`src/rtl/ser_enc_tx_if.sv`:
```
// ser_enc_tx_if: byte handshake between a byte source and the serial
// transmitter.
//
// Handshake: a byte moves on a rising clk edge where data_valid and
// data_ready are both high. data_in must be stable while data_valid is high.
// data_ready may be high or low regardless of data_valid. Once the source
// raises data_valid, it keeps data_in unchanged until the transfer.
//
// Signals
//   data_in     byte to transmit (D.x.y)
//   data_valid  data_in holds a byte for transfer
//   data_ready  transmitter can accept a byte this cycle
//
// Modports
//   master  byte source
//   slave   transmitter
interface ser_enc_tx_if #(
    parameter int packet_width = 8
);
    logic [packet_width-1:0] data_in;
    logic                    data_valid;
    logic                    data_ready;

    modport master (output data_in, output data_valid, input data_ready);
    modport slave  (input data_in, input data_valid, output data_ready);
endinterface

```
`src/rtl/ser_enc_tx.sv`:
```
// ser_enc_tx: 8b/10b serial transmitter with running disparity.
// - Bytes arrive over the bus handshake into a one-byte holding register.
// - Every 10 enabled cycles, a new symbol is loaded into the shift register.
//   The symbol is the held byte as a D-code, or the K28.5 comma if no byte is
//   held.
// - The symbol is shifted out LSB first, so bit 'a' goes out first.
//
// Ports
//   clk         rising-edge clock
//   rst         synchronous reset, active low
//   enable      clock enable; all state frozen while low
//   bus         slave side of the byte handshake
//                 data_ready = !hold_full && enable
//   serial_out  serial bit stream (shift_reg[0])
//   sym_start   high while serial_out carries bit 'a'
module ser_enc_tx #(
    parameter logic [7:0] IDLE_CODE = 8'hBC
) (
    input  logic        clk,
    input  logic        rst,
    input  logic        enable,
    ser_enc_tx_if.slave bus,
    output logic        serial_out,
    output logic        sym_start
);
    localparam int packet_width = 8;
    localparam int sym_width    = packet_width + 2;

    logic [packet_width-1:0] hold;
    logic                    hold_full;
    logic [sym_width-1:0]    shift_reg;
    logic [3:0]              bit_cnt;
    logic                    rd;

    logic boundary;
    logic accept;

    assign boundary       = (bit_cnt == 4'd9);
    assign bus.data_ready = !hold_full && enable;
    assign accept         = bus.data_valid && bus.data_ready;
    assign serial_out     = shift_reg[0];
    assign sym_start      = (bit_cnt == 4'd0);

    // 5b/6b table at RD-: {unbalanced, abcdei}.
    // For unbalanced entries, the RD+ code is the bitwise complement.
    function automatic logic [6:0] code6_neg(input logic [4:0] x);
        code6_neg = 7'b0;
        case (x)
            5'd0:  code6_neg = 7'b1_100111;
            5'd1:  code6_neg = 7'b1_011101;
            5'd2:  code6_neg = 7'b1_101101;
            5'd3:  code6_neg = 7'b0_110001;
            5'd4:  code6_neg = 7'b1_110101;
            5'd5:  code6_neg = 7'b0_101001;
            5'd6:  code6_neg = 7'b0_011001;
            5'd7:  code6_neg = 7'b0_111000;
            5'd8:  code6_neg = 7'b1_111001;
            5'd9:  code6_neg = 7'b0_100101;
            5'd10: code6_neg = 7'b0_010101;
            5'd11: code6_neg = 7'b0_110100;
            5'd12: code6_neg = 7'b0_001101;
            5'd13: code6_neg = 7'b0_101100;
            5'd14: code6_neg = 7'b0_011100;
            5'd15: code6_neg = 7'b1_010111;
            5'd16: code6_neg = 7'b1_011011;
            5'd17: code6_neg = 7'b0_100011;
            5'd18: code6_neg = 7'b0_010011;
            5'd19: code6_neg = 7'b0_110010;
            5'd20: code6_neg = 7'b0_001011;
            5'd21: code6_neg = 7'b0_101010;
            5'd22: code6_neg = 7'b0_011010;
            5'd23: code6_neg = 7'b1_111010;
            5'd24: code6_neg = 7'b1_110011;
            5'd25: code6_neg = 7'b0_100110;
            5'd26: code6_neg = 7'b0_010110;
            5'd27: code6_neg = 7'b1_110110;
            5'd28: code6_neg = 7'b0_001110;
            5'd29: code6_neg = 7'b1_101110;
            5'd30: code6_neg = 7'b1_011110;
            5'd31: code6_neg = 7'b1_101011;
        endcase
    endfunction

    // 3b/4b table at RD-: fghj. Entry y=7 is the primary code P7.
    function automatic logic [3:0] code4_neg(input logic [2:0] y);
        code4_neg = 4'b0;
        case (y)
            3'd0: code4_neg = 4'b1011;
            3'd1: code4_neg = 4'b1001;
            3'd2: code4_neg = 4'b0101;
            3'd3: code4_neg = 4'b1100;
            3'd4: code4_neg = 4'b1101;
            3'd5: code4_neg = 4'b1010;
            3'd6: code4_neg = 4'b0110;
            3'd7: code4_neg = 4'b1110;
        endcase
    endfunction

    logic                 is_k;
    logic [4:0]           x;
    logic [2:0]           y;
    logic [6:0]           e6;
    logic [5:0]           six;
    logic                 rd6;
    logic                 use_a7;
    logic [3:0]           four_neg;
    logic                 four_unbal;
    logic [3:0]           four;
    logic                 rd_next;
    logic [sym_width-1:0] sym;
    logic [sym_width-1:0] sym_lsb_first;

    always_comb begin
        is_k = !hold_full;
        x    = is_k ? IDLE_CODE[4:0] : hold[4:0];
        y    = is_k ? IDLE_CODE[7:5] : hold[7:5];

        // The K28 sub-block is 001111 at RD-. Only K28.5 is sent, so only
        // the x=28 control code is needed here.
        e6 = is_k ? 7'b1_001111 : code6_neg(x);
        // D.7 is balanced but forced-polarity, so it flips at RD+ as well.
        six = (rd && (e6[6] || (!is_k && x == 5'd7))) ? ~e6[5:0] : e6[5:0];
        rd6 = rd ^ e6[6];

        // A7 avoids a run of five equal bits across the i/f boundary.
        use_a7 = !is_k && (y == 3'd7) &&
                 ((!rd6 && (x == 5'd17 || x == 5'd18 || x == 5'd20)) ||
                  ( rd6 && (x == 5'd11 || x == 5'd13 || x == 5'd14)));
        four_neg   = use_a7 ? 4'b0111 : code4_neg(y);
        four_unbal = (y == 3'd0) || (y == 3'd4) || (y == 3'd7);

        if (is_k) begin
            // K28.y selects its 4b polarity opposite to the D rule. After
            // 001111 (rd6=+), the 4b code is the table entry; after 110000,
            // it is the complement.
            four = rd6 ? four_neg : ~four_neg;
        end else if (rd6 && (four_unbal || y == 3'd3)) begin
            four = ~four_neg;
        end else begin
            four = four_neg;
        end
        rd_next = rd6 ^ four_unbal;

        sym = {six, four};  // abcdei fghj, a in the MSB
        for (int i = 0; i < sym_width; i++) begin
            sym_lsb_first[i] = sym[sym_width-1-i];
        end
    end

    always_ff @(posedge clk) begin
        if (!rst) begin
            hold      <= '0;
            hold_full <= 1'b0;
            shift_reg <= '0;
            bit_cnt   <= 4'd9;
            rd        <= 1'b0;
        end else if (enable) begin
            if (boundary) begin
                shift_reg <= sym_lsb_first;
                bit_cnt   <= 4'd0;
                rd        <= rd_next;
            end else begin
                shift_reg <= shift_reg >> 1;
                bit_cnt   <= bit_cnt + 4'd1;
            end
            // accept implies hold_full=0, so a boundary that consumed the
            // hold cannot coincide with a new byte landing in it.
            if (accept) begin
                hold      <= bus.data_in;
                hold_full <= 1'b1;
            end else if (boundary) begin
                hold_full <= 1'b0;
            end
        end
    end
endmodule

```
`src/flat_wrapper.sv`:
```
// flat-port wrapper written by rule: the top's interface ports become plain ports
module ser_enc_tx_flat 
#(
    parameter logic [7:0] IDLE_CODE = 8'hBC
)
  (clk, rst, enable, serial_out, sym_start, bus_data_in, bus_data_valid, bus_data_ready);
  ser_enc_tx_if bus_i ();
  input  logic clk;
  input  logic rst;
  input  logic enable;
  output logic serial_out;
  output logic sym_start;
  input wire logic [$bits(bus_i.data_in)-1:0] bus_data_in;
  input wire logic [$bits(bus_i.data_valid)-1:0] bus_data_valid;
  output wire logic [$bits(bus_i.data_ready)-1:0] bus_data_ready;
  assign bus_i.data_in = bus_data_in;
  assign bus_i.data_valid = bus_data_valid;
  assign bus_data_ready = bus_i.data_ready;
  ser_enc_tx #(.IDLE_CODE(IDLE_CODE)) u_core (.clk(clk), .rst(rst), .enable(enable), .bus(bus_i), .serial_out(serial_out), .sym_start(sym_start));
endmodule
```
`config.mk`:
```
export PLATFORM = sky130hd
export DESIGN_NAME = ser_enc_tx_flat
export DESIGN_NICKNAME = d
export VERILOG_FILES = /design/src/rtl/ser_enc_tx_if.sv /design/src/rtl/ser_enc_tx.sv /design/src/flat_wrapper.sv
export SDC_FILE = /design/constraint.sdc
export NUM_CORES = 1
export LEC_CHECK = 0
export CAP_MARGIN = 25
export CORE_MARGIN = 8
export CORE_UTILIZATION = 30
export CTS_CLUSTER_DIAMETER = 80
export DETAILED_ROUTE_END_ITERATION = 16
export PLACE_DENSITY = 0.56
export SKIP_LAST_GASP = 1
export SYNTH_ARGS = -nofsm -noshare
export SYNTH_HDL_FRONTEND = slang
export SYNTH_SLANG_ARGS = --single-unit
```
`constraint.sdc`:
```
create_clock -name clk -period 5.6 [get_ports clk]
set_input_delay 1.12 -clock clk [delete_from_list [all_inputs] [get_ports clk]]
set_output_delay 1.12 -clock clk [all_outputs]
set_load 0.02 [all_outputs]
```
# ---- Word level (Yosys, flattened, before mapping)
# Memories as Yosys holds them, arrays and structs flattened.
# Index checks and enable logic that the tools add are counted.
dict set report op_classes {
  n_addsub 1
  n_reduce_logical 26
  eq_ne 11
  n_bitwise 4
  n_mux 12
}
# op count
set op_table {}
lappend op_table {{4-bit 2-to-1 mux} 5}
lappend op_table {{5-bit by 4-bit equality test with 1-bit output (second input constant)} 3}
lappend op_table {{5-bit equality test (second input constant)} 3}
lappend op_table {{10-bit 2-to-1 mux} 1}
lappend op_table {{1-bit logical AND} 9}
lappend op_table {{1-bit logical OR} 9}
lappend op_table {{7-bit 2-to-1 mux} 1}
lappend op_table {{3-bit equality test (second input constant)} 2}
lappend op_table {{6-bit 2-to-1 mux} 1}
lappend op_table {{6-bit inverter} 1}
lappend op_table {{2-bit AND reduction} 3}
lappend op_table {{5-bit by 3-bit equality test with 1-bit output (second input constant)} 1}
lappend op_table {{5-bit 2-to-1 mux} 1}
lappend op_table {{4-bit by 1-bit adder with 4-bit output (second input constant)} 1}
lappend op_table {{4-bit equality test (second input constant)} 1}
lappend op_table {{4-bit logical NOT} 1}
lappend op_table {{4-bit inverter} 1}
lappend op_table {{3-bit by 2-bit equality test with 1-bit output (second input constant)} 1}
lappend op_table {{3-bit logical NOT} 1}
lappend op_table {{3-bit 2-to-1 mux} 1}
lappend op_table {{1-bit logical NOT} 2}
lappend op_table {{1-bit 2-to-1 mux} 2}
lappend op_table {{2-bit nonzero test} 1}
lappend op_table {{1-bit XOR} 2}
dict set report word_totals {
  out_inout_bits 3
  mem_count 2
  elab_cells 61
  inputBits 12
  romBits 256
  register_bits 24
}
# name depth width rd rd_ports_with_merged_regs wr line_no
set memory_table {}
lappend memory_table {{(name not given)} 32 7 1 0 0 ser_enc_tx.sv:48} ;# case (x)
lappend memory_table {{(name not given)} 8 4 1 0 0 ser_enc_tx.sv:87} ;# case (y)

# ---- Logic depth before layout (Yosys ltp)
# Gate-level depths: netlist of the first run.
# An unclocked memory read counts as a cell.
dict set report depth {
  word_depth 13
  mapped_depth 15
  ltp_nobuf 11
}

# ---- Worst setup path before layout of the first run
# OpenSTA, ideal clock, no wires.
dict set report synth_timing {
  kind {reg-to-reg}
  startpoint {register u_core.hold_full}
  endpoint {register u_core.shift_reg[2]}
  path_buffers 4
  path_slack_ns 2.453
  t_arrival_ns 3.089
  stages_incl_launch_ff 16
  setup_time_ns 0.059
  cell_sequence {dfxtp_1 clkbuf_1 buf_1 and2_1 inv_1 ha_1 nor2b_1 a21oi_1 a211oi_2 or2_1 buf_4 o21a_1 buf_4 xnor2_1 o211ai_1 o211a_1}
}
dict set report synth_via {
  elab_chain_cells 7
  word_cells_on_any_way 10
  classes_between {eq/ne (1); mux (4); bitwise (1); reduce/logical (3); memory (1)}
}
# element line_no
set synth_lines {}
lappend synth_lines {{start: declaration} ser_enc_tx.sv:30} ;# logic hold_full;
lappend synth_lines {{start signal: assignment} ser_enc_tx.sv:153} ;# hold_full <= 1'b0;
lappend synth_lines {{start signal: assignment} ser_enc_tx.sv:170} ;# hold_full <= 1'b1;
lappend synth_lines {{start signal: assignment} ser_enc_tx.sv:172} ;# hold_full <= 1'b0;
lappend synth_lines {{5-bit 2-to-1 mux} ser_enc_tx.sv:115} ;# x = is_k ? IDLE_CODE[4:0] : hold[4:0];
lappend synth_lines {{memory 32 x 7 bit / 5-bit by 3-bit equality test with 1-bit output (equally long branches)} --}
lappend synth_lines {{7-bit 2-to-1 mux / 1-bit logical AND (equally long branches)} {ser_enc_tx.sv:120, ser_enc_tx.sv:122}}
lappend synth_lines {{1-bit logical OR} ser_enc_tx.sv:122} ;# six = (rd && (e6[6] || (!is_k && x == 5'd7))) ? ~e6[5:0] : e6[5:0];
lappend synth_lines {{1-bit logical AND} ser_enc_tx.sv:122}
lappend synth_lines {{6-bit 2-to-1 mux (*)} ser_enc_tx.sv:122}
lappend synth_lines {{10-bit 2-to-1 mux (*)} ser_enc_tx.sv:158} ;# if (boundary) begin
lappend synth_lines {{end signal: assignment} ser_enc_tx.sv:159} ;# shift_reg <= sym_lsb_first;
lappend synth_lines {{end signal: assignment} ser_enc_tx.sv:163} ;# shift_reg <= shift_reg >> 1;
lappend synth_lines {{end: declaration} ser_enc_tx.sv:31} ;# logic [sym_width-1:0] shift_reg;
# Mark *: on every way between the ends. The rest lies on a longest branch, timed or not.
# A chain may end at the register's enable or synchronous reset.

# ---- Final worst setup path of the first run
dict set report layout_timing {
  startpoint {input enable}
  endpoint {output bus_data_ready}
}
dict set report layout_via {
  elab_chain_cells 1
}
# element line_no
set layout_lines {}
lappend layout_lines {{start: declaration} flat_wrapper.sv:10} ;# input logic enable;
lappend layout_lines {{1-bit logical AND} ser_enc_tx.sv:39} ;# assign bus.data_ready = !hold_full && enable;
lappend layout_lines {{end: declaration} flat_wrapper.sv:15} ;# output wire logic [$bits(bus_i.data_ready)-1:0] bus_data_ready;
# Every way passes these cells.

==> flow_summary_export.csv, run 1 <==
group,metric,value,unit
power,leakagePower,0.712,nW
timing,relSlewSlack,41.7,%
placed_design,place.gp.congestion,0.761,
timing,period_share,76.2,%
critical_path,cp.depth,4,
critical_path,critPathRequiredTime,4.48,ns
critical_path,ff2ff_path_depth,11,
die,start_util,31.3,%
global_route,grt_overflow,0,
final_layout,num-fill-cells,651,
critical_path,path_cells,"clkdlybuf4s50_1 -> buf_4 -> nor2b_1 -> clkdlybuf4s50_1",
critical_path,crit_start,"enable",
run_status,status,"finished clean",
critical_path,endpoint_kind,"primary output",
logic_synthesis,synth-edff-count,0,
logic_synthesis,synth_ff_type,"dfxtp_1",
logic_synthesis,yosysTopAreaCellShare,25.8,%
critical_path,r2r_slack,2.13,ns
routing,drc,0,
clock_network,cts_tree,"built",
critical_path,max_stage_delay,0.73,ns
final_layout,diodes,0,
clock_network,clockBufferDepth,2,
critical_path,cp-endpoint,"bus_data_ready",
final_layout,layout-drive-gt1-share,3.95,%
timing,setup_viol,0,
timing,tightest_slew,0.873,ns
logic_synthesis,yosys.area.top_type,"dfxtp_1",
die,num_io_pins,15,
timing,hold_viol,0,
logic_synthesis,netlist_instances,256,
global_route,antenna_found_initial,0,
timing,whs,0.478,ns
power,p_per_area,227,nW/um^2
critical_path,crit_path_start_kind,"input pin",
logic_synthesis,ys_seq_area_share,25.8,%
timing,min_period,4.27,ns
final_layout,final_nets,274,
die,die-area,9000,sq um
global_route,grt_max_degree,29,
power,p_comb_share,23.8,%
logic_synthesis,synth_seq_cells,24,
power,clkPwrFrac,32.4,%
logic_synthesis,avgSynthCellArea,7.29,sq um
logic_synthesis,synth.cell_area,1870,sq um
routing,wirelength,4.02,mm
timing,fmax,234,MHz
power,irDropWorstVdd,123,uV
timing,rsz0062_at_grt,"no",
logic_synthesis,yosysWarnings,0,
timing,fin_worst_skew,0.00260,ns
placed_design,port_buffers,14,
global_route,grt_pass1_wl,7.10,mm
critical_path,crit_top_cell,"clkdlybuf4s50_1",
logic_synthesis,async_flop_share,0,%
power,p_seq_share,43.8,%
placed_design,place_ws,1.32,ns
global_route,grt_pass1_vias,1550,
logic_synthesis,yosysUniqueCellTypes,44,
clock_network,insertion_delay,0.27,ns
clock_network,cts_buffers,3,
final_layout,area_delta_synth_final,11.8,%
clock_network,ctsHoldBuffers,0,
critical_path,crit_slowest_cell,"clkdlybuf4s50_1",
global_route,grt_usage,9.43,%
clock_network,clkSlewWorstSetupHoldPaths,0.09,ns
critical_path,crit_type,"input pin to primary output",
routing,ant_nets,0,
critical_path,cp_max_fo,26,
placed_design,post-dp-hpwl,2.90,mm
routing,vias_per_cell,5.09,
clock_network,ctsHtreeMaxLevel,1,
final_layout,largest_reg_flops,10,
clock_network,cts-root-buf,"clkbuf_8",
timing,setup_ws,1.33,ns
die,design.core.area,5960,sq um
critical_path,reg2reg_to,"u_core.shift_reg[2]",
routing,num_vias,1671,
clock_network,post_cts_buffers,0,
power,power.internal,0.333,mW
hold_path,hold_path.class,"register to register",
routing,drt-initial-drc-count,68,
critical_path,worstPathArrival,3.15,ns
logic_synthesis,synth.area.top_cells,"dfxtp_1, nand2_1, ha_1, o21ai_0, nand3_1",
clock_network,clock_sinks,24,
timing,tns,0,ns
clock_network,postCtsResizedCells,0,
die,die_x,94.9,um
critical_path,cpLargestDelayFamily,"buffers and inverters",
hold_path,whs_path_depth,2,
run,drv_cap,0,
die,rows,28,
power,switching_share,29.5,%
critical_path,r2r_start,"u_core.hold_full",
routing,wl_per_cell,12.3,um
power,p_sw,0.140,mW
logic_synthesis,synth_nets,276,
critical_path,worst-path-buf-inv,3,
timing,drv_slew,0,
routing,firstDrtPassIters,4,
die,die_h,94.9,um
final_layout,final_util,35.0,%
kinds of logic (layout without fill, tap and decap cells):
family | Yosys count | count (layout) | synth area share, %
DFF | 24 | 24 | 25.8
adders and majority gates | 8 | 8 | 5.37
and+or+nand+nor | 99 | 99 | 25.6
muxes | 8 | 8 | 4.29
buffers and inverters | 32 | 29 | 6.98
AOI/OAI and AO/OA | 70 | 70 | 24.9
xor gates and xnor gates | 15 | 15 | 7.04
worst register-to-register path, delay by kind of cell (launching register included):
kind                     cells  cell delay (ns)
AO/OA/AOI/OAI                5             1.07
AND/OR/NAND/NOR              3             0.96
flip-flops                   1             0.82
adder cells (fa/ha/maj)      1             0.28
XOR/XNOR                     1             0.18
buffers and inverters        1             0.13
cells in the mapped netlist (2+ instances only):
| library cell | number |
|---|---|
| o21ai_0 | 19 |
| o22ai_1 | 2 |
| buf_1 | 2 |
| mux2i_1 | 8 |
| buf_4 | 2 |
| nor2b_1 | 7 |
| nand3b_1 | 2 |
| ha_1 | 8 |
| a211oi_2 | 2 |
| inv_1 | 10 |
| nand3_1 | 17 |
| o211ai_1 | 7 |
| nand2b_1 | 3 |
| a211oi_1 | 5 |
| dfxtp_1 | 24 |
| nor3_1 | 2 |
| a21oi_1 | 14 |
| xnor2_1 | 8 |
| xor2_1 | 7 |
| a31oi_1 | 2 |
| nand4_1 | 6 |
| and2_1 | 4 |
| o31ai_1 | 2 |
| a21boi_0 | 9 |
| clkbuf_1 | 16 |
| buf_2 | 2 |
| nand2_1 | 33 |
| nor2_1 | 17 |
routing by layer:
| layer | wire (um) | global-route usage, % | share of wire, % |
|---|---|---|---|
| met2 | 1650 | 14.5 | 41 |
| met1 | 2160 | 13.0 | 54 |
| met4 | 10 | 1.17 | 0.25 |
| met3 | 193 | 2.70 | 4.8 |
| met5 | 0 | 0 | 0 |
area by class of cell:
class                   instances  area [sq um]  area share (%)
multi-input cells             200          1250            60.2
repair buffers                 15           148            7.08
clock buffers                   3          41.3            1.98
clock inverters                 1          30.0            1.44
inverters                      10          37.5            1.80
flip-flops and latches         24           480            23.0
well taps                      75          93.8            4.50
metrics by stage:
step / power, mW / instance area [sq um] / std cells
4_1_cts: 0.479 / 2090 / 328
2_1_floorplan: 0.297 / 1870 / 256
3_3_place_gp: 0.323 / 2010 / 324
6_report: 0.473 / 2090 / 328
3_5_place_dp: 0.324 / 2010 / 324
5_1_grt: 0.505 / 2090 / 328
power by group through the flow:
stage               sequential [mW]  combinational [mW]  clock, mW
floorplan                     0.198              0.0988          0
global placement              0.210               0.113          0
detailed placement            0.211               0.114          0
CTS                           0.207               0.114      0.158
global route                  0.210               0.129      0.165
finish                        0.207               0.113      0.153
worst min-delay path by stage:
| stage | endpoint | slack [ns] | start |
|---|---|---|---|
| 2_1_floorplan | u_core.shift_reg[4] | 0.45 | u_core.shift_reg[5] |
| 3_3_place_gp | u_core.shift_reg[9] | 0.47 | u_core.shift_reg[9] |
| 3_5_place_dp | u_core.shift_reg[9] | 0.47 | u_core.shift_reg[9] |
| 4_1_cts | u_core.shift_reg[9] | 0.48 | u_core.shift_reg[9] |
| 5_1_grt | u_core.shift_reg[4] | 0.51 | u_core.shift_reg[5] |
| 6_report | u_core.shift_reg[9] | 0.48 | u_core.shift_reg[9] |
cell usage in the layout, fill, tap and decap left out, types with 8 or more instances in the layout:
master,instances
o21ai_0,19
nor2_1,17
dfxtp_1,24
ha_1,8
nand3_1,17
nand2_1,33
inv_1,10
mux2i_1,8
a21boi_0,9
clkdlybuf4s50_1,14
a21oi_1,14
xnor2_1,8
Note: power is estimated with default switching activity, not from simulation.
==> run 2: changes to the inputs <==
==> constraint.sdc (replaced) <==
create_clock -name clk -period 4.2 [get_ports clk]
set_input_delay 0.84 -clock clk [delete_from_list [all_inputs] [get_ports clk]]
set_output_delay 0.84 -clock clk [all_outputs]
set_load 0.02 [all_outputs]
==> flow_summary_export.csv, run 2 (same netlist as run 1, synthesis figures left out) <==
group,metric,value,unit
critical_path,crit_start,"enable",
routing,highest_layer,"met4",
die,num_io_pins,15,
critical_path,max_stage_delay,0.61,ns
timing,rsz0062_at_grt,"no",
timing,relSlewSlack,41.2,%
timing,tns,0,ns
clock_network,post_cts_buffers,0,
final_layout,diodes,0,
global_route,grt_pass1_wl,7.07,mm
timing,tightest_slew,0.881,ns
global_route,grt_overflow,0,
routing,vias_per_cell,5.02,
power,total_power,0.631,mW
routing,firstDrtPassIters,4,
routing,wl_met1,2.16,mm
placed_design,port_buffers,14,
final_layout,largest_reg_flops,10,
timing,fin_worst_skew,0.00369,ns
critical_path,cp_max_fo,10,
global_route,grt_usage,9.50,%
clock_network,ctsHoldBuffers,0,
clock_network,insertion_delay,0.27,ns
routing,wirelength,4.03,mm
global_route,grt_pass1_vias,1527,
final_layout,num-fill-cells,661,
placed_design,post-dp-hpwl,2.88,mm
routing,drc,0,
critical_path,crit_top_cell,"clkdlybuf4s50_1",
die,design.core.area,5960,sq um
critical_path,critPathRequiredTime,3.36,ns
timing,hold_viol,0,
timing,setup_viol,0,
routing,drt-initial-drc-count,104,
final_layout,layout-drive-gt1-share,4.71,%
critical_path,crit_type,"input pin to primary output",
clock_network,clock_sinks,24,
placed_design,place.gp.congestion,0.755,
power,power.internal,0.446,mW
critical_path,cpLargestDelayFamily,"buffers and inverters",
routing,wl_met2,1.69,mm
routing,wl_met3,148,um
power,switching_share,29.4,%
clock_network,clkSlewWorstSetupHoldPaths,0.09,ns
critical_path,endpoint_kind,"primary output",
timing,fmax,314,MHz
critical_path,r2r_start,"u_core.hold_full",
final_layout,area_delta_synth_final,12.6,%
routing,ant_nets,0,
critical_path,path_cells,"clkdlybuf4s50_1 -> nor2b_1 -> buf_4 -> clkdlybuf4s50_1",
power,irDropWorstVdd,129,uV
clock_network,ctsHtreeMaxLevel,1,
final_layout,layout_commonest_cell,"nand2_1",
final_layout,multi_input_area,1250,sq um
power,leakagePower,0.723,nW
power,p_sw,0.185,mW
critical_path,crit_path_start_kind,"input pin",
clock_network,cts_tree,"built",
run,drv_cap,0,
timing,min_period,3.19,ns
hold_path,hold_path.class,"register to register",
final_layout,most-common-layout-cells,"nand2_1, dfxtp_1, o21ai_0, nand3_1, nor2_1",
hold_path,hold_path.startpoint,"u_core.shift_reg[5]",
clock_network,clockBufferDepth,2,
routing,num_vias,1657,
power,p_comb_share,24.7,%
final_layout,final_nets,276,
critical_path,crit_slowest_cell,"clkdlybuf4s50_1",
power,p_per_area,301,nW/um^2
critical_path,worstPathArrival,2.35,ns
clock_network,cts-root-buf,"clkbuf_8",
die,start_util,31.3,%
global_route,antenna_found_initial,0,
global_route,grt_max_degree,29,
die,rows,28,
run_status,status,"finished clean",
clock_network,cts_buffers,3,
die,die-area,9000,sq um
clock_network,postCtsResizedCells,0,
power,p_seq_share,43.1,%
die,die_x,94.9,um
final_layout,seq_area,480,sq um
critical_path,worst-path-buf-inv,3,
timing,drv_slew,0,
die,die_h,94.9,um
routing,wl_per_cell,12.2,um
power,clkPwrFrac,32.3,%
timing,period_share,75.9,%
## run 2: power by group through the flow
stage,clock [mW],combinational (mW),sequential [mW]
2_1_floorplan,0,0.132,0.264
3_3_place_gp,0,0.156,0.276
3_5_place_dp,0,0.157,0.277
4_1_cts,0.211,0.158,0.271
5_1_grt,0.217,0.178,0.275
6_report,0.204,0.156,0.272
## run 2: layout make-up
| cell class | count | area share [%] |
|---|---|---|
| Multi-Input combinational cell | 200 | 59.7 |
| Sequential cell | 24 | 22.9 |
| Timing Repair Buffer | 17 | 7.74 |
| Tap cell | 75 | 4.47 |
| Clock buffer | 3 | 1.97 |
| Inverter | 10 | 1.79 |
| Clock inverter | 1 | 1.43 |
## run 2: metal layers
layer  track usage, %  vias up
li1                 -      895
met1             13.1      735
met2             14.4       23
met3             2.62        4
met4             1.82        0
met5                0        -
## run 2: final timing paths
check / endpoint / slack, ns / depth (start not counted)
worst max register to register: u_core.shift_reg[8] / 1.01 / 12
worst max-delay path: bus_data_ready / 1.01 / 4
worst min-delay path: u_core.shift_reg[4] / 0.49 / 2
worst min register to register: u_core.shift_reg[4] / 0.49 / 2
## run 2: through the flow
step	utilization (%)	hold WS (ns)	cells	setup WS, ns	cell area [sq um]
after detailed placement	34.1	0.472	326	1.02	2030
after global placement	34.1	0.462	326	1.02	2030
final	35.3	0.485	330	1.01	2100
after floorplan	-	0.447	256	1.05	1870
after global routing	35.3	0.509	330	0.702	2100
after CTS	35.3	0.489	330	1.00	2100
## run 2: worst reg2reg max path, cell delays in order, from the launching register on
cell	delay, ns
dfxtp_1	0.31
buf_4	0.20
and2_1	0.22
inv_1	0.14
ha_1	0.29
nor2b_1	0.29
a21oi_1	0.10
a211oi_2	0.34
or2_1	0.40
mux2i_1	0.29
xnor2_1	0.08
a211o_1	0.31
a41oi_2	0.15
